File: src/rtl/fifo_push_arbiter_if.sv
// fifo_push_arbiter_if: handshake bundle between two requesters, the arbiter and a FIFO write port
interface fifo_push_arbiter_if #(parameter int DATA_WIDTH = 2);
  logic req0_valid, req0_ready, req1_valid, req1_ready, fifo_full, fifo_push;
  logic [DATA_WIDTH-1:0] req0_data, req1_data, fifo_din;
  logic [1:0] grant;
  modport slave (
    input  req0_valid, req0_data, req1_valid, req1_data, fifo_full,
    output req0_ready, req1_ready, fifo_push, fifo_din, grant
  );
  modport master (
    output req0_valid, req0_data, req1_valid, req1_data, fifo_full,
    input  req0_ready, req1_ready, fifo_push, fifo_din, grant
  );
endinterface

File: src/rtl/fifo_push_arbiter.sv
// fifo_push_arbiter: two-requester burst-fair arbiter feeding one FIFO push port
module fifo_push_arbiter #(
  parameter int DATA_WIDTH = 2,
  parameter int BURST      = 4
) (
  input logic clk,
  input logic reset,
  fifo_push_arbiter_if.slave bus
);
  localparam int CW = $clog2(BURST + 1);
  localparam logic [CW-1:0] LAST_BEAT = CW'(BURST);
  typedef enum logic [1:0] {IDLE = 2'b00, GNT0 = 2'b01, GNT1 = 2'b10} state_t;
  state_t r_state, w_next, w_other;
  logic [CW-1:0] r_cnt, w_cnt_next, w_cnt_inc;
  logic r_last, w_last_next;
  logic w_rdy0, w_rdy1, w_xfer, w_cur_v, w_oth_v;
  logic [DATA_WIDTH-1:0] w_din;
  always_comb begin
    w_rdy0 = (r_state == GNT0) & ~bus.fifo_full & reset;
    w_rdy1 = (r_state == GNT1) & ~bus.fifo_full & reset;
    w_xfer = (w_rdy0 & bus.req0_valid) | (w_rdy1 & bus.req1_valid);
    w_cur_v = (r_state == GNT0) ? bus.req0_valid : bus.req1_valid;
    w_oth_v = (r_state == GNT0) ? bus.req1_valid : bus.req0_valid;
    w_other = (r_state == GNT0) ? GNT1 : GNT0;
    w_cnt_inc = r_cnt + 1'b1;
    w_din = (r_state == GNT0) ? bus.req0_data : (r_state == GNT1) ? bus.req1_data : '0;
    w_next = r_state;
    if (r_state == IDLE)
      w_next = (bus.req0_valid & (~bus.req1_valid | r_last)) ? GNT0 : bus.req1_valid ? GNT1 : IDLE;
    else if (!w_cur_v)
      w_next = w_oth_v ? w_other : IDLE;
    else if (w_xfer & (w_cnt_inc == LAST_BEAT) & w_oth_v)
      w_next = w_other;
    // a finished burst with nobody waiting starts a fresh burst in place
    w_cnt_next = (w_next != r_state) ? '0 : w_xfer ? ((w_cnt_inc == LAST_BEAT) ? '0 : w_cnt_inc) : r_cnt;
    w_last_next = (w_next == GNT0) ? 1'b0 : (w_next == GNT1) ? 1'b1 : r_last;
  end
  always_ff @(posedge clk) begin
    if (!reset) begin
      r_state <= IDLE;
      r_cnt   <= '0;
      r_last  <= 1'b1;
    end else begin
      r_state <= w_next;
      r_cnt   <= w_cnt_next;
      r_last  <= w_last_next;
    end
  end
  assign bus.req0_ready = w_rdy0;
  assign bus.req1_ready = w_rdy1;
  assign bus.fifo_push  = w_xfer;
  assign bus.fifo_din   = w_din;
  assign bus.grant      = r_state;
endmodule

File: src/flat_wrapper.sv
// flat-port wrapper written by rule: the top's interface ports become plain ports
module fifo_push_arbiter_flat 
#(
  parameter int DATA_WIDTH = 2,
  parameter int BURST      = 4
)
  (clk, reset, bus_req0_valid, bus_req0_data, bus_req1_valid, bus_req1_data, bus_fifo_full, bus_req0_ready, bus_req1_ready, bus_fifo_push, bus_fifo_din, bus_grant);
  fifo_push_arbiter_if #(.DATA_WIDTH(DATA_WIDTH)) bus_i ();
  input logic clk;
  input logic reset;
  input wire logic [$bits(bus_i.req0_valid)-1:0] bus_req0_valid;
  input wire logic [$bits(bus_i.req0_data)-1:0] bus_req0_data;
  input wire logic [$bits(bus_i.req1_valid)-1:0] bus_req1_valid;
  input wire logic [$bits(bus_i.req1_data)-1:0] bus_req1_data;
  input wire logic [$bits(bus_i.fifo_full)-1:0] bus_fifo_full;
  output wire logic [$bits(bus_i.req0_ready)-1:0] bus_req0_ready;
  output wire logic [$bits(bus_i.req1_ready)-1:0] bus_req1_ready;
  output wire logic [$bits(bus_i.fifo_push)-1:0] bus_fifo_push;
  output wire logic [$bits(bus_i.fifo_din)-1:0] bus_fifo_din;
  output wire logic [$bits(bus_i.grant)-1:0] bus_grant;
  assign bus_i.req0_valid = bus_req0_valid;
  assign bus_i.req0_data = bus_req0_data;
  assign bus_i.req1_valid = bus_req1_valid;
  assign bus_i.req1_data = bus_req1_data;
  assign bus_i.fifo_full = bus_fifo_full;
  assign bus_req0_ready = bus_i.req0_ready;
  assign bus_req1_ready = bus_i.req1_ready;
  assign bus_fifo_push = bus_i.fifo_push;
  assign bus_fifo_din = bus_i.fifo_din;
  assign bus_grant = bus_i.grant;
  fifo_push_arbiter #(.DATA_WIDTH(DATA_WIDTH), .BURST(BURST)) u_core (.clk(clk), .reset(reset), .bus(bus_i));
endmodule
File: config.mk
export PLATFORM = sky130hd
export DESIGN_NAME = fifo_push_arbiter_flat
export DESIGN_NICKNAME = d
export VERILOG_FILES = /design/src/rtl/fifo_push_arbiter_if.sv /design/src/rtl/fifo_push_arbiter.sv /design/src/flat_wrapper.sv
export SDC_FILE = /design/constraint.sdc
export NUM_CORES = 1
export LEC_CHECK = 0
export CORE_AREA = 2 2 39 41
export CTS_CLUSTER_DIAMETER = 30
export DETAILED_ROUTE_END_ITERATION = 10
export DIE_AREA = 0 0 41 43
export GPL_TIMING_DRIVEN = 0
export HOLD_SLACK_MARGIN = 0.03
export PLACE_DENSITY = 0.72
export SYNTH_ARGS = -nofsm -noshare
export SYNTH_HDL_FRONTEND = slang
export SYNTH_SLANG_ARGS = --single-unit
File: constraint.sdc
create_clock -name clk -period 2.8 [get_ports clk]
set_clock_uncertainty 0.05 [all_clocks]
set_input_delay 0.7 -clock clk [delete_from_list [all_inputs] [get_ports clk]]
set_output_delay 0.7 -clock clk [all_outputs]
set_load 0.05 [all_outputs]
==> results.ini, run 1 <==
[yosys]
synthFlopType = dfxtp_1
synth_top_family_by_area = simple AND/OR/NAND/NOR gates
synth_edf_count = 0
synth_compound_area_share_pct = 17.89
synth_cell_types = 25
ys_seq_area_share_pct = 26.02
async_reset_ff_share_pct = 0
syn-num-nets = 68
syn_inst = 55
yosysWarnings = 0
ys_ff_latch = 6
synth_simple_gate_area_share_pct = 34.42
synth_area_per_cell_um2 = 8.394
syn_area_um2 = 461.7
synthMuxAreaShare_pct = 7.588
synthAdderAreaFrac_pct = 10.84
synthXorXnorAreaFrac_pct = 0

[setup_path]
slowest_delay_ns = 0.56
start_kind = primary input
criticalPathCategory = primary input to output port
critPathMaxFanout = 6
endpoint_kind = output port
reg2regPathDepth = 7
crit_required_ns = 2.05
slowest_stage = clkdlybuf4s50_1
cp_cell_sequence = clkdlybuf4s50_1 -> nand2b_1 -> a21o_1 -> inv_2 -> buf_4
crit_arrival_ns = 1.97

[sta]
setup_tns_ns = 0
worstMarginPinSlew_ns = 0.4938
fmax_mhz = 367.5
finalSetupViolations = 0
hold_ws_ns = 0.4059
relSlewSlack_pct = 66.98
slew_violations = 0
final_hold_viol_count = 0
period_share_pct = 97.18
min_period_ns = 2.721
grt_setup_unrepaired = no

[finish]
ff_latch_area_um2 = 120.1
fill_cells = 152
multi_input_area_um2 = 335.3
drive_gt1_share_pct = 16.44
antenna_cells = 0
layout_commonest_cell = clkdlybuf4s50_1
synthToLayoutAreaGrowth_pct = 40.11
nets = 88
layout_common_cells = 9 x clkdlybuf4s50_1, 6 x dfxtp_1, 5 x nand2_1, 5 x nor2b_1

[clock_network]
clk_latency_ns = 0.25
htreeDepth = 1
cts_hold_repair.buffers = 0
clk_pin_slew_ns = 0.04
cts_tree = built
cts_root_buffer = clkbuf_4
cts_inserted_buffers = 3
cts.sinks = 6
postCtsSetupBuffers = 0
clock_path_buffers = 2

[global_routing]
grt_busiest_layer = met2
grt_overflow = 0
grt_pass1_wl_um = 1869
grt_use_met1_pct = 18.12
first_global_vias = 444
antenna_found_initial = 0
grt_start_max_net_pins = 11
grtUsageMet3_pct = 1.571
met2_usage_pct = 24.06
grt_usage_pct = 16.10

[power_and_ir_drop]
p_per_area_nw_per_um2 = 382.0
peakVddDrop_mv = 0.2217
cellLeakagePower_nw = 0.2619

[min_path]
whs_path_depth = 2
hold_path_class = flip-flop to flip-flop

[drt]
vias_per_cell = 5.225
drtIter0Drc = 4
wl_per_cell_um = 12.22
dr.pass1.iters = 2
detail-route-antenna-nets = 0
drt-total-wl_um = 1088
num_vias = 465
drc = 0

[floorplanning]
rows = 14
core_region_area_um2 = 1384
die_h_um = 43
dieArea_um2 = 1763
io_pins = 16
die_x_um = 41
start_util_pct = 33.36

[status]
status = complete, no violations

[run]
maxCapViolCount = 0

[place]
hpwl_um = 818.3
routabilityCongestion = 0.7705
io_buffers = 15

cells in the mapped netlist (all sizes together) (2+ instances only):
| library cell | instances | area share, % |
|---|---|---|
| o21ai | 2 | 2.2 |
| nor2 | 3 | 2.4 |
| inv | 4 | 3.3 |
| nand2b | 2 | 2.7 |
| nand3b | 2 | 3.3 |
| dfxtp | 6 | 26 |
| a22o | 2 | 3.8 |
| nand2 | 5 | 4.1 |
| a21oi | 4 | 4.3 |
| nor2b | 6 | 8.7 |
| mux2i | 2 | 4.3 |
| nand3 | 2 | 2.2 |
| ha | 4 | 11 |
path summary, 6_finish.rpt:
path | end | slack [ns] | start
max | bus_fifo_push | 0.08 | reset
min | u_core.r_cnt[1]$_SDFFE_PP0N_ | 0.41 | u_core.r_cnt[1]$_SDFFE_PP0N_
max reg2reg | u_core.r_last$_SDFFE_PN1P_ | 0.51 | u_core.bus.grant[0]$_SDFF_PN0_
min reg2reg | u_core.r_cnt[1]$_SDFFE_PP0N_ | 0.41 | u_core.r_cnt[1]$_SDFFE_PP0N_
final cells by class:
cell class,instances,area share [%]
tap,16,3.095
clock buffer,3,3.482
multi-input combinational,45,51.84
timing repair buffer,15,20.70
inverter,4,2.321
sequential,6,18.57
report_power, final:
part / switching, mW / total, mW / leakage (nW) / internal [mW]
Sequential: 0.00558 / 0.0948 / 0.0490 / 0.0892
Combinational: 0.0395 / 0.0713 / 0.199 / 0.0318
Clock: 0.0325 / 0.0810 / 0.0138 / 0.0486
cells by family after synthesis:
logic type,count (synthesis)
AO/OA/AOI/OAI,12
adder cells (fa/ha/maj),4
buffers and inverters,4
flip-flops,6
multiplexers,3
AND/OR/NAND/NOR,26
registers in the layout, indices dropped and copies added (netlist names):
signal	count
u_core.r_cnt	3
u_core.bus.grant	2
u_core.r_last	1
per-layer routing:
metal	vias to the layer above	wire (um)
met5	-	0
met4	0	49
met3	4	75
met2	16	489
met1	208	473
li1	237	-
stage by stage:
| stage | std cells | setup slack, ns | cell area [um^2] | util [%] | power (mW) |
|---|---|---|---|---|---|
| finish | 89 | 0.07902 | 646.9 | 46.75 | 0.2471 |
| global route | 89 | 0.01112 | 646.9 | 46.75 | 0.2610 |
| CTS | 89 | 0.02601 | 645.6 | 46.65 | 0.2494 |
| detailed placement | 86 | -0.6317 | 631.9 | 45.66 | 0.1694 |
| global placement | 86 | -0.5966 | 631.9 | 45.66 | 0.1684 |
| floorplan | 55 | 0.2692 | 461.7 | - | 0.1408 |
critical path: cells and delay by family:
| family | cells | cell delay (ns) |
|---|---|---|
| compound gates | 1 | 0.26 |
| simple gates | 1 | 0.12 |
| buf+inv | 3 | 0.88 |
timing repair:
item                       in CTS  in global routing
resized for setup              11                  6
setup endpoints to repair       5                  4
gates cloned                    0                  0
hold endpoints to repair        0                  0
Power figures use the tool's default switching activity.
==> run 2: changes to the inputs <==
==> constraint.sdc (replaced) <==
create_clock -name clk -period 2.8 [get_ports clk]
set_clock_uncertainty 0.05 [all_clocks]
set_input_delay 0.56 -clock clk [delete_from_list [all_inputs] [get_ports clk]]
set_output_delay 0.56 -clock clk [all_outputs]
set_load 0.05 [all_outputs]
==> run 2 against run 1 <==
Sequential power is essentially flat. Critical path depth did not move. Clock power about the same. Die area unchanged. Critical endpoint unchanged.
==> results.ini, run 2 (same netlist as run 1, synthesis figures left out) <==
[status]
status = complete, no violations

[clock_network]
cts_root_buffer = clkbuf_4
clk_latency_ns = 0.25
postCtsSetupBuffers = 0
cts_inserted_buffers = 3
htreeDepth = 1
clock_path_buffers = 2
cts.sinks = 6
cts_tree = built
clk_pin_slew_ns = 0.04

[drt]
detail-route-antenna-nets = 0
drt-total-wl_um = 1092
vias_per_cell = 5.236
drtIter0Drc = 6
wl_per_cell_um = 12.27
num_vias = 466
drc = 0
dr.pass1.iters = 2

[finish]
post-route-util_pct = 47.92
largest_register_ff_count = 3
layout_common_cells = 12 x clkdlybuf4s50_1, 6 x dfxtp_1, 5 x nand2_1, 5 x nor2b_1
synthToLayoutAreaGrowth_pct = 43.63
largest_register = u_core.r_cnt
final_cell_count_no_fill = 89
nets = 88
antenna_cells = 0
drive_gt1_share_pct = 12.33
layout_commonest_cell = clkdlybuf4s50_1
fill_cells = 151

[global_routing]
antenna_found_initial = 0
grt_pass1_wl_um = 1883
grt_usage_pct = 16.20
grt_start_max_net_pins = 11
grt_overflow = 0
first_global_vias = 445

[sta]
period_share_pct = 93.69
slew_violations = 0
worstMarginPinSlew_ns = 0.5057
finalSetupViolations = 0
fmax_mhz = 381.2
relSlewSlack_pct = 66.23
final_hold_viol_count = 0
min_period_ns = 2.623
setup_tns_ns = 0
hold_ws_ns = 0.4060
grt_setup_unrepaired = no

[setup_path]
critPathMaxFanout = 8
start_kind = primary input
endpoint_kind = output port
crit_arrival_ns = 2.01
criticalPathCategory = primary input to output port
crit_required_ns = 2.19

[place]
routabilityCongestion = 0.7705
dp_cells = 86
hpwl_um = 818.3
io_buffers = 15

[floorplanning]
die_x_um = 41
rows = 14
start_util_pct = 33.36
io_pins = 16
die_h_um = 43
core_region_area_um2 = 1384
dieArea_um2 = 1763

[power_and_ir_drop]
cellLeakagePower_nw = 0.2891
p_per_area_nw_per_um2 = 376.3
total_power_mw = 0.2495
peakVddDrop_mv = 0.2220

[min_path]
hold_path_class = flip-flop to flip-flop

[run]
maxCapViolCount = 0

run 2: cell types whose count changed in the layout (fill, tap and decap cells not counted):
cell             delta
buf_2               +1
buf_4               -1
clkbuf_2            -2
clkdlybuf4s50_1     +3
dlygate4sd2_1       -3
dlymetal6s2s_1      +2
inv_1               +1
inv_2               -1
run 2: worst paths after layout:
path | slack, ns | cells past startpoint | from | end
max | 0.18 | 5 | bus_req1_valid | bus_fifo_push
min | 0.41 | 2 | u_core.r_cnt[1]$_SDFFE_PP0N_ | u_core.r_cnt[1]$_SDFFE_PP0N_
max reg2reg | 0.51 | 7 | u_core.bus.grant[0]$_SDFF_PN0_ | u_core.r_last$_SDFFE_PN1P_
min reg2reg | 0.41 | 2 | u_core.r_cnt[1]$_SDFFE_PP0N_ | u_core.r_cnt[1]$_SDFFE_PP0N_
run 2: final cells by class:
cell class              instances  area [um^2]  share of cell area, %
clock buffers                   3        22.52                  3.396
inverters                       4        15.01                  2.264
multi-input cells              45        335.3                  50.57
flip-flops and latches          6        120.1                  18.11
well taps                      16        20.02                  3.019
repair buffers                 15        150.1                  22.64
run 2: metal layers:
| metal | vias to the layer above | wire [um] | global-route usage [%] |
|---|---|---|---|
| met3 | 4 | 74 | 1.571 |
| met4 | 0 | 49 | 16.00 |
| li1 | 237 | - | - |
| met1 | 209 | 480 | 18.45 |
| met5 | - | 0 | 0 |
| met2 | 16 | 487 | 24.06 |
run 2: critical path, stage by stage:
cell and delay [ns]:
clkdlybuf4s50_1 0.62, nand3b_1 0.11, a21o_1 0.28, inv_1 0.15, buf_2 0.29
run 2: what timing repair did:
action | CTS | global route
cloned | 0 | 0
hold buffers | 0 | 0
endpoints found under the setup margin | 1 | 4
gates resized for setup | 3 | 5
run 2: report_power, final:
| group | total (mW) | switching (mW) | internal [mW] | leakage, nW |
|---|---|---|---|---|
| Clock | 0.0810 | 0.0325 | 0.0486 | 0.0138 |
| Combinational | 0.0737 | 0.0394 | 0.0342 | 0.226 |
| Sequential | 0.0948 | 0.00558 | 0.0892 | 0.0490 |
| Total | 0.250 | 0.0775 | 0.172 | 0.289 |
run 2: stage by stage:
step	instance area [um^2]	setup slack [ns]
2_1_floorplan	461.7	0.2905
3_3_place_gp	631.9	-0.3166
3_5_place_dp	631.9	-0.3517
4_1_cts	655.6	0.02508
5_1_grt	663.1	0.07003
6_report	663.1	0.1765
